==> src/rtl/ch_adv_parser_pkg.sv <==
// Shared constants, types and helpers for the CH advertisement parser.
package ch_adv_parser_pkg;

  localparam int WORD_WIDTH = 16;
  localparam int MEM_WIDTH  = 8;
  localparam int MEM_DEPTH  = 2048;
  localparam int ADDR_WIDTH = $clog2(MEM_DEPTH);

  // Packet type codes carried in byte 0
  localparam logic [MEM_WIDTH-1:0] TYPE_HB    = 8'h01;
  localparam logic [MEM_WIDTH-1:0] TYPE_CHADV = 8'h02;

  // Byte offsets of the fields inside a packet (16-bit fields are big-endian)
  localparam int OFS_TYPE   = 0;
  localparam int OFS_SRC_ID = 1;
  localparam int OFS_HOPS   = 3;  // CH limit for heartbeat packets
  localparam int OFS_QVALUE = 5;
  localparam int PKT_BYTES  = 7;

  // Word index of each 16-bit field once bytes 1..6 are paired up
  localparam logic [1:0] WORD_SRC_ID = 2'((OFS_SRC_ID - 1) / 2);
  localparam logic [1:0] WORD_HOPS   = 2'((OFS_HOPS - 1) / 2);
  localparam logic [1:0] WORD_QVALUE = 2'((OFS_QVALUE - 1) / 2);

  // A hops value of all-ones marks an unreachable cluster head
  localparam logic [WORD_WIDTH-1:0] HOPS_INVALID = 16'hFFFF;

  typedef enum logic [2:0] {
    ST_IDLE,
    ST_READ,
    ST_CHECK,
    ST_EMIT,
    ST_FINISH
  } state_t;

  typedef enum logic [1:0] {
    PKT_UNKNOWN,
    PKT_HB,
    PKT_CHADV
  } pkt_kind_t;

  // Classify the type byte
  function automatic pkt_kind_t decode_type(input logic [MEM_WIDTH-1:0] type_byte);
    if (type_byte == TYPE_HB) begin
      return PKT_HB;
    end else if (type_byte == TYPE_CHADV) begin
      return PKT_CHADV;
    end
    return PKT_UNKNOWN;
  endfunction

  // Hop count seen by the receiver: one more than advertised, never wrapping
  function automatic logic [WORD_WIDTH-1:0] sat_inc(input logic [WORD_WIDTH-1:0] v);
    return (v == HOPS_INVALID) ? v : v + WORD_WIDTH'(1);
  endfunction

endpackage

==> src/rtl/ch_adv_parser_if.sv <==
// Packet-memory, control and result bundle of the CH advertisement parser.
interface ch_adv_parser_if;
  import ch_adv_parser_pkg::*;

  logic                  pkt_start;
  logic [ADDR_WIDTH-1:0] pkt_base;
  logic [ADDR_WIDTH-1:0] mem_addr;
  logic [MEM_WIDTH-1:0]  mem_rdata;
  logic                  busy;
  logic                  done;
  logic                  err;
  logic                  en_KCH;
  logic [WORD_WIDTH-1:0] fCH_ID;
  logic [WORD_WIDTH-1:0] fCH_Hops;
  logic [WORD_WIDTH-1:0] fCH_QValue;
  logic                  HB_reset;
  logic [WORD_WIDTH-1:0] HB_CHlimit;

  // Parser side
  modport slave (
    input  pkt_start, pkt_base, mem_rdata,
    output mem_addr, busy, done, err, en_KCH,
           fCH_ID, fCH_Hops, fCH_QValue, HB_reset, HB_CHlimit
  );

  // Requester / memory side
  modport master (
    output pkt_start, pkt_base, mem_rdata,
    input  mem_addr, busy, done, err, en_KCH,
           fCH_ID, fCH_Hops, fCH_QValue, HB_reset, HB_CHlimit
  );

endinterface

==> src/rtl/pkt_word_asm.sv <==
// Pairs consecutive packet bytes into big-endian 16-bit words.
// The word is presented combinationally in the cycle its low byte arrives,
// so the caller can act on the final field without an extra cycle.
module pkt_word_asm
  import ch_adv_parser_pkg::*;
(
  input  logic                  clk,
  input  logic                  nrst,
  input  logic                  clear,
  input  logic                  byte_valid,
  input  logic [MEM_WIDTH-1:0]  byte_in,
  output logic                  word_valid,
  output logic [WORD_WIDTH-1:0] word,
  output logic [1:0]            word_idx
);

  logic [MEM_WIDTH-1:0] hi_q;
  logic                 have_hi;
  logic [1:0]           idx_q;

  // Hold the high byte and count completed words
  always_ff @(posedge clk) begin
    // NOTE: state registers use non-blocking assignments so every flop samples
    // pre-edge values regardless of block ordering.
    if (nrst || clear) begin
      hi_q    <= '0;
      have_hi <= 1'b0;
      idx_q   <= '0;
    end else if (byte_valid) begin
      if (!have_hi) begin
        hi_q    <= byte_in;
        have_hi <= 1'b1;
      end else begin
        have_hi <= 1'b0;
        idx_q   <= idx_q + 2'd1;
      end
    end
  end

  assign word_valid = byte_valid && have_hi;
  assign word       = {hi_q, byte_in};
  assign word_idx   = idx_q;

endmodule

==> src/rtl/ch_adv_parser.sv <==
// Reads a 7-byte packet from the packet memory and decodes it as a CH
// advertisement or a heartbeat. Unknown types abort right after byte 0.
// A cycle counter (1 = first cycle after start accepted) drives the
// fixed read schedule: address k goes out in counter cycle k+1 and its
// data is on mem_rdata in counter cycle k+2.
module ch_adv_parser
  import ch_adv_parser_pkg::*;
(
  input  logic            clk,
  input  logic            nrst,
  ch_adv_parser_if.slave  bus
);

  // Counter cycle in which byte 0 sits on mem_rdata
  localparam logic [3:0] CYC_TYPE        = 4'(OFS_TYPE + 2);
  // Counter cycle in which byte 1 (first field byte) sits on mem_rdata
  localparam logic [3:0] CYC_FIRST_FIELD = 4'(OFS_SRC_ID + 2);
  // Last counter cycle that issues a new address (for byte PKT_BYTES-1)
  localparam logic [3:0] CYC_LAST_ADDR   = 4'(PKT_BYTES - 1);

  state_t                state;
  pkt_kind_t             kind_q;
  logic [3:0]            cyc;
  logic [ADDR_WIDTH-1:0] base_q;
  logic [WORD_WIDTH-1:0] src_id_q;
  logic [WORD_WIDTH-1:0] mid_q;     // hops (CHADV) or CH limit (HB)

  logic                  asm_clear;
  logic                  byte_valid;
  logic                  word_valid;
  logic [WORD_WIDTH-1:0] word;
  logic [1:0]            word_idx;
  pkt_kind_t             rx_kind;

  assign asm_clear  = (state == ST_IDLE);
  assign byte_valid = (state == ST_READ) && (cyc >= CYC_FIRST_FIELD);
  assign rx_kind    = decode_type(bus.mem_rdata);

  pkt_word_asm u_word_asm (
    .clk        (clk),
    .nrst       (nrst),
    .clear      (asm_clear),
    .byte_valid (byte_valid),
    .byte_in    (bus.mem_rdata),
    .word_valid (word_valid),
    .word       (word),
    .word_idx   (word_idx)
  );

  // Parser FSM with registered address, status pulses and result fields
  always_ff @(posedge clk) begin
    if (nrst) begin
      state          <= ST_IDLE;
      kind_q         <= PKT_UNKNOWN;
      cyc            <= '0;
      base_q         <= '0;
      src_id_q       <= '0;
      mid_q          <= '0;
      bus.mem_addr   <= '0;
      bus.busy       <= 1'b0;
      bus.done       <= 1'b0;
      bus.err        <= 1'b0;
      bus.en_KCH     <= 1'b0;
      bus.HB_reset   <= 1'b0;
      bus.fCH_ID     <= '0;
      bus.fCH_Hops   <= HOPS_INVALID;
      bus.fCH_QValue <= '0;
      bus.HB_CHlimit <= '0;
    end else begin
      // NOTE: pulse outputs default low each cycle and are raised only in the
      // branch that emits them, which keeps them exactly one cycle wide.
      bus.done     <= 1'b0;
      bus.err      <= 1'b0;
      bus.en_KCH   <= 1'b0;
      bus.HB_reset <= 1'b0;

      unique case (state)
        ST_IDLE: begin
          if (bus.pkt_start) begin
            state        <= ST_READ;
            bus.busy     <= 1'b1;
            base_q       <= bus.pkt_base;
            bus.mem_addr <= bus.pkt_base;
            cyc          <= 4'd1;
          end
        end

        ST_READ: begin
          cyc <= cyc + 4'd1;
          if (cyc <= CYC_LAST_ADDR) begin
            bus.mem_addr <= base_q + ADDR_WIDTH'(cyc);
          end
          if (cyc == CYC_TYPE - 4'd1) begin
            state <= ST_CHECK;
          end
          if (word_valid) begin
            if (word_idx == WORD_SRC_ID) begin
              src_id_q <= word;
            end else if (word_idx == WORD_HOPS) begin
              mid_q <= word;
            end else if (word_idx == WORD_QVALUE) begin
              // Last field arrives: publish results together with done
              state    <= ST_EMIT;
              bus.done <= 1'b1;
              if (kind_q == PKT_HB) begin
                bus.HB_reset   <= 1'b1;
                bus.HB_CHlimit <= mid_q;
              end else if (mid_q != HOPS_INVALID) begin
                bus.en_KCH     <= 1'b1;
                bus.fCH_ID     <= src_id_q;
                bus.fCH_Hops   <= sat_inc(mid_q);
                bus.fCH_QValue <= word;
              end
            end
          end
        end

        ST_CHECK: begin
          cyc    <= cyc + 4'd1;
          kind_q <= rx_kind;
          if (rx_kind == PKT_UNKNOWN) begin
            // Abort: stop addressing, flag the error alongside done
            state    <= ST_FINISH;
            bus.err  <= 1'b1;
            bus.done <= 1'b1;
          end else begin
            state        <= ST_READ;
            bus.mem_addr <= base_q + ADDR_WIDTH'(cyc);
          end
        end

        ST_EMIT, ST_FINISH: begin
          // Pulse cycle; any start seen here is dropped
          state    <= ST_IDLE;
          bus.busy <= 1'b0;
        end

        default: begin
          state    <= ST_IDLE;
          bus.busy <= 1'b0;
        end
      endcase
    end
  end

endmodule

==> src/flat_wrapper.sv <==
// flat-port wrapper written by rule: the top's interface ports become plain ports
module ch_adv_parser_flat import ch_adv_parser_pkg::*;
  (clk, nrst, bus_pkt_start, bus_pkt_base, bus_mem_rdata, bus_mem_addr, bus_busy, bus_done, bus_err, bus_en_KCH, bus_fCH_ID, bus_fCH_Hops, bus_fCH_QValue, bus_HB_reset, bus_HB_CHlimit);
  ch_adv_parser_if bus_i ();
  input  logic clk;
  input  logic nrst;
  input wire logic [$bits(bus_i.pkt_start)-1:0] bus_pkt_start;
  input wire logic [$bits(bus_i.pkt_base)-1:0] bus_pkt_base;
  input wire logic [$bits(bus_i.mem_rdata)-1:0] bus_mem_rdata;
  output wire logic [$bits(bus_i.mem_addr)-1:0] bus_mem_addr;
  output wire logic [$bits(bus_i.busy)-1:0] bus_busy;
  output wire logic [$bits(bus_i.done)-1:0] bus_done;
  output wire logic [$bits(bus_i.err)-1:0] bus_err;
  output wire logic [$bits(bus_i.en_KCH)-1:0] bus_en_KCH;
  output wire logic [$bits(bus_i.fCH_ID)-1:0] bus_fCH_ID;
  output wire logic [$bits(bus_i.fCH_Hops)-1:0] bus_fCH_Hops;
  output wire logic [$bits(bus_i.fCH_QValue)-1:0] bus_fCH_QValue;
  output wire logic [$bits(bus_i.HB_reset)-1:0] bus_HB_reset;
  output wire logic [$bits(bus_i.HB_CHlimit)-1:0] bus_HB_CHlimit;
  assign bus_i.pkt_start = bus_pkt_start;
  assign bus_i.pkt_base = bus_pkt_base;
  assign bus_i.mem_rdata = bus_mem_rdata;
  assign bus_mem_addr = bus_i.mem_addr;
  assign bus_busy = bus_i.busy;
  assign bus_done = bus_i.done;
  assign bus_err = bus_i.err;
  assign bus_en_KCH = bus_i.en_KCH;
  assign bus_fCH_ID = bus_i.fCH_ID;
  assign bus_fCH_Hops = bus_i.fCH_Hops;
  assign bus_fCH_QValue = bus_i.fCH_QValue;
  assign bus_HB_reset = bus_i.HB_reset;
  assign bus_HB_CHlimit = bus_i.HB_CHlimit;
  ch_adv_parser u_core (.clk(clk), .nrst(nrst), .bus(bus_i));
endmodule
==> config.mk <==
export PLATFORM = sky130hd
export DESIGN_NAME = ch_adv_parser_flat
export DESIGN_NICKNAME = d
export VERILOG_FILES = /design/src/rtl/ch_adv_parser_pkg.sv /design/src/rtl/ch_adv_parser_if.sv /design/src/rtl/pkt_word_asm.sv /design/src/rtl/ch_adv_parser.sv /design/src/flat_wrapper.sv
export SDC_FILE = /design/constraint.sdc
export NUM_CORES = 1
export LEC_CHECK = 0
export ABC_AREA = 1
export BUFFER_PORTS_ARGS = -buffer_cell sky130_fd_sc_hd__buf_4
export CORE_MARGIN = 2
export CORE_UTILIZATION = 30
export CTS_CLUSTER_SIZE = 14
export DETAILED_ROUTE_END_ITERATION = 16
export MAX_ROUTING_LAYER = met4
export PLACE_DENSITY = 0.54
export SLEW_MARGIN = 20
export SYNTH_ARGS = -nofsm -noshare
export SYNTH_HDL_FRONTEND = slang
export SYNTH_SLANG_ARGS = --single-unit
==> constraint.sdc <==
create_clock -name clk -period 1.85 [get_ports clk]
set_input_delay 0.2775 -clock clk [delete_from_list [all_inputs] [get_ports clk]]
set_output_delay 0.2775 -clock clk [all_outputs]
set_load 0.005 [all_outputs]
* Word-level counts from Yosys, hierarchy flattened
Index checks and enable logic that the tools add are counted.
Cells by class: order comparisons 2, div/mod/pow operators 0, $mul 0, bitwise logic cells 9, shift-type cells 0, equality and inequality tests 13, $add $sub $neg 4, mux-type cells 31, reductions and logical operators 22
Operators by type and width (count):
- $mux 11 | 3
- $pmux 11 s3 | 1
- $mux 3 | 7
- $add 16x1->16 const B | 1
- $eq 16x16->1 const B | 1
- $mux 16 | 1
- $ne 16x16->1 const B | 1
- $add 11x4->11 | 1
- $mux 1 | 11
- $reduce_and 2->1 | 5
- $not 1->1 | 9
- $pmux 3 s3 | 1
- $eq 8x1->1 const B | 1
- $eq 8x2->1 const B | 1
- $pmux 4 s2 | 1
- $reduce_and 4->1 | 2
- $reduce_and 7->1 | 1
- $reduce_or 7->1 | 1
- $mux 2 | 3
- $ne 2x2->1 const B | 3
- $reduce_and 6->1 | 1
- $reduce_or 6->1 | 1
- $add 4x1->4 const B | 1
- $eq 2x1->1 const B | 2
- 17 further kinds | 21
Storage, ports and cells: latch bits 0, register bits 143, word-level logic and storage cells 100, memory bits (writable) 0, memory bits (read-only) 0, memories 0

* Depth between registers and ports, before layout
word-level depth 7, mapped depth 12

* Hierarchy
Synthesis repeated with hierarchy kept, for this count alone.
Second synthesis, totals: cells, all modules 826, area total of the unflattened synthesis 6327.3 sq um
By module, submodules not included:
- ch_adv_parser | area each 5846.9 sq um, times used 1, cells each 763
- pkt_word_asm | area each 480.5 sq um, times used 1, cells each 63

* Worst setup path before layout
OpenSTA, ideal clock, no wires.
path kind register -> register, start reg u_core.u_word_asm.idx_q[0], in the netlist u_core.u_word_asm.word_idx[0], end reg u_core.bus.HB_CHlimit[10] (netlist bit), setup slack 4 ps, data arrival time 1714 ps, path buffers 2, cell stages (with the launch flop) 11, setup time 132 ps, path through dfxtp_1 inv_1 ha_1 clkbuf_1 nor2_1 nand2_1 nor2_2 nand2_2 buf_2 nand2_1 a21oi_1
On the way: cells in the longest elaborated chain, start to end 3
RTL lines:
- start: declaration | RTL line pkt_word_asm.sv:19 | logic [1:0] idx_q;
- start signal: assignment | RTL line pkt_word_asm.sv:35 | idx_q <= idx_q + 2'd1;
- $eq 2x1->1 / $logic_not 2->1 (equally long branches) | RTL line ch_adv_parser.sv:99, ch_adv_parser.sv:97
- $not 1->1 (no line)
- $reduce_and 6->1 (no line) (*)
- end signal: assignment | RTL line ch_adv_parser.sv:107 | bus.HB_CHlimit <= mid_q;
- end: declaration | RTL line ch_adv_parser_if.sv:23 | fCH_ID, fCH_Hops, fCH_QValue, HB_reset, HB_CHlimit
Every way passes the cells marked *; elsewhere a longest branch is shown, timed or not. A chain may end at the register's enable or synchronous reset.

* Final worst setup path
start reg u_core.cyc[1], end reg u_core.bus.fCH_ID[5] (netlist bit)
On the way: cells in the longest elaborated chain, start to end 4
RTL lines:
- start: declaration | RTL line ch_adv_parser.sv:23 | logic [3:0] cyc;
- start signal: assignment | RTL line ch_adv_parser.sv:89 | cyc <= cyc + 4'd1;
- start signal: assignment | RTL line ch_adv_parser.sv:119 | cyc <= cyc + 4'd1;
- $ge 4x2->1 | RTL line ch_adv_parser.sv:36 | assign byte_valid = (state == ST_READ) && (cyc >= CYC_FIRST_FIELD);
- $logic_and 1x1->1 | RTL line ch_adv_parser.sv:36
- $logic_and 1x1->1 | RTL line pkt_word_asm.sv:40 | assign word_valid = byte_valid && have_hi;
- $reduce_and 7->1 (no line)
- end signal: assignment | RTL line ch_adv_parser.sv:110 | bus.fCH_ID <= src_id_q;
- end: declaration | RTL line ch_adv_parser_if.sv:23
Every way passes these cells.

==> impl_metrics.json <==
{
  "fmax_ghz": 0.575,
  "coreArea_um2": 21100,
  "start_util": 0.307,
  "grt_usage": 0.173,
  "synth_cells": 936,
  "cp.required_ps": 2170,
  "synth_flop_cell": "dfxtp_1",
  "hpwl_mm": 13.6,
  "htreeDepth": 4,
  "power_density_nw_per_um2": 846,
  "final_antenna_net_count": 0,
  "critPathArrivalTime_ps": 2060,
  "synth.net_count": 971,
  "cts_tree": "yes",
  "cts_buffers": 17,
  "first_iter_violations": 402,
  "synth_edf_count": 0,
  "viasPerCell": 4.52,
  "endpoint_kind": "flip-flop",
  "rows": 53,
  "place_congestion": 0.920,
  "ys_seq_area_frac": 0.442,
  "peakVddDrop_mv": 0.439,
  "final-instance-count-excl-fill": 1368,
  "start_kind": "flip-flop",
  "clk_pin_slew_worst_paths_ps": 70,
  "synth_area_um2": 6480,
  "worstSetupPathType": "reg -> reg",
  "p_leak_nw": 4.01,
  "yosys_warnings": 0,
  "area_growth_pct": 33.2,
  "via_count": 6180,
  "hold_viol": 0,
  "dr.pass1.iters": 5,
  "setup_violations": 0,
  "post-route-drc-count": 0,
  "async_flop_share": 0,
  "grt_first_pass_wirelength_mm": 29.9,
  "relSlewSlack": 0.629,
  "max_cap_violations": 0,
  "die_h_um": 151,
  "period_minus_slack_ps": 1740,
  "final_layout_size_suffix_gt1_frac": 0.212,
  "nNetsFinal": 1115,
  "cts_sinks": 143,
  "drv_slew": 0,
  "antenna_found_initial": 0,
  "place_area_um2": 7900,
  "postCtsHoldBufs": 0,
  "ys_ff_latch": 143,
  "grt_max_degree": 61,
  "cts_buffer_depth": 2,
  "wire_per_inst_um": 13.9,
  "routed_wl_mm": 19.0,
  "io_buffers": 101,
  "grt-ovfl-total": 0,
  "nFillCells": 2216,
  "cts_root_buf": "clkbuf_16",
  "place_inst": 1330,
  "status": "finished, final reports clean",
  "clk_latency_ps": 430,
  "rsz0062_at_grt": "true",
  "hold_path.class": "in -> reg",
  "die_x_um": 151,
  "synth_cell_types": 31,
  "skew_ps": 11.1,
  "die_area_um2": 22800,
  "setup_tns_ps": 0,
  "synthTopCellsByArea": "dfxtp_1 44%, nand2_1 13%, nor2_1 7.5%",
  "worst_pin_slew_ps": 556,
  "yosysTopAreaCellShare": 0.442,
  "cp_max_fo": 29,
  "grt_pass1_vias": 5640,
  "post-route-period-util": 0.941,
  "pin_count": 102,
  "synth_largest_area_cell": "dfxtp_1",
  "fin_area_um2": 8630,
  "antennaDiodeCount": 0,
  "syn_avg_cell_area_um2": 6.92
}
==> cell type report <==
cell class,count,area [um2],area share
timing repair buffer,165,1350,0.157
clock inverter,14,143,0.0165
inverter,96,362,0.0419
multi-input combinational,657,3130,0.362
sequential,143,2870,0.332
clock buffer,18,439,0.0509
tap,275,344,0.0399
==> per-stage QoR <==
stage          worst slack, ps  hold WS [ps]  utilization  power, mW
2_1_floorplan             4.29           420            -       3.63
3_3_place_gp             -20.4           452        0.375       3.94
3_5_place_dp             -89.3           457        0.375       3.94
4_1_cts                   6.62           107        0.403       7.36
5_1_grt                  -24.5           128        0.409       7.60
6_report                   110           119        0.409       7.30
==> path summary, 6_finish.rpt <==
path | cells past startpoint | slack (ps) | start | to
max | 9 | 110 | u_core.cyc[1] | u_core.bus.fCH_ID[5]
min | 3 | 120 | bus_mem_rdata[5] | u_core.bus.fCH_QValue[5]
max reg2reg | 9 | 110 | u_core.cyc[1] | u_core.bus.fCH_ID[5]
min reg2reg | 2 | 460 | u_core.bus.HB_CHlimit[12] | u_core.bus.HB_CHlimit[12]
==> placed cells by master, fill, tap and decap left out, types with 6 or more instances in the layout <==
cell / n
nand3_1: 81
clkbuf_16: 18
inv_6: 7
a21oi_1: 81
nor2_1: 127
o21ai_0: 39
nor3_1: 32
ha_1: 12
dfxtp_1: 141
nor2_4: 6
buf_4: 156
buf_12: 7
inv_1: 89
nand2_1: 232
==> what timing repair did <==
action,4_1_cts,5_1_grt
pin swaps,0,2
resized for setup,2,21
endpoints found under the setup margin,8,79
gates cloned,0,1
setup buffers,0,5
==> power breakdown <==
part / internal (mW) / total [mW] / switching [mW]
clock: 1.93 / 3.42 / 1.49
sequential: 3.16 / 3.22 / 0.0595
combinational: 0.270 / 0.657 / 0.387
==> critical path, cell delays in order (launching register included) <==
cell,delay (ps)
dfxtp_2,380
ha_1,180
inv_1,50
nand2_1,130
nand3_4,140
nor2_4,170
nand3_4,130
buf_12,190
nor3_1,170
nor2_1,70
==> layer usage <==
metal / part of all wire / GRT usage / vias to the layer above
met2: 0.46 / 0.262 / 129
met3: 0.043 / 0.0346 / 18
li1: - / - / 3284
met5: 0 / - / -
met4: 0.012 / 0.0519 / 0
met1: 0.48 / 0.233 / 2749
==> state kept, by name, summed over array words and instances (netlist names) <==
register,cells
u_core.bus.HB_CHlimit,16
u_core.bus.fCH_Hops,16
u_core.bus.fCH_ID,16
u_core.bus.fCH_QValue,16
u_core.mid_q,16
u_core.src_id_q,16
u_core.base_q,11
u_core.bus.mem_addr,11
u_core.u_word_asm.hi_q,8
u_core.cyc,4
u_core.state,3
u_core.kind_q,2
u_core.u_word_asm.word_idx,2
u_core.bus.HB_reset,1
u_core.bus.busy,1
u_core.bus.done,1
u_core.bus.en_KCH,1
u_core.bus.err,1
u_core.u_word_asm.have_hi,1
==> kinds of logic (layout without fill, tap and decap cells) <==
family / Yosys count / count (layout) / share of synthesized area
flops: 143 / 143 / 0.442
fa+ha+maj: 13 / 13 / 0.0263
buf+inv: 136 / 293 / 0.0867
simple gates: 507 / 507 / 0.332
compound gates: 127 / 127 / 0.100
xor+xnor: 10 / 10 / 0.0135
==> synthesized netlist by cell type (3+ instances only) <==
cell	count
nand2_1	233
dfxtp_1	143
nor2_1	130
inv_1	91
nand3_1	82
a21oi_1	81
o21ai_0	40
nor3_1	37
clkbuf_1	20
ha_1	12
buf_2	8
buf_4	7
a211oi_1	5
nand4_1	5
xnor2_1	5
xor2_1	5
inv_2	4
nand2_2	4
or2_2	4
buf_1	3
nor2_2	3
nor2_4	3
(Power assumes the default switching activity.)
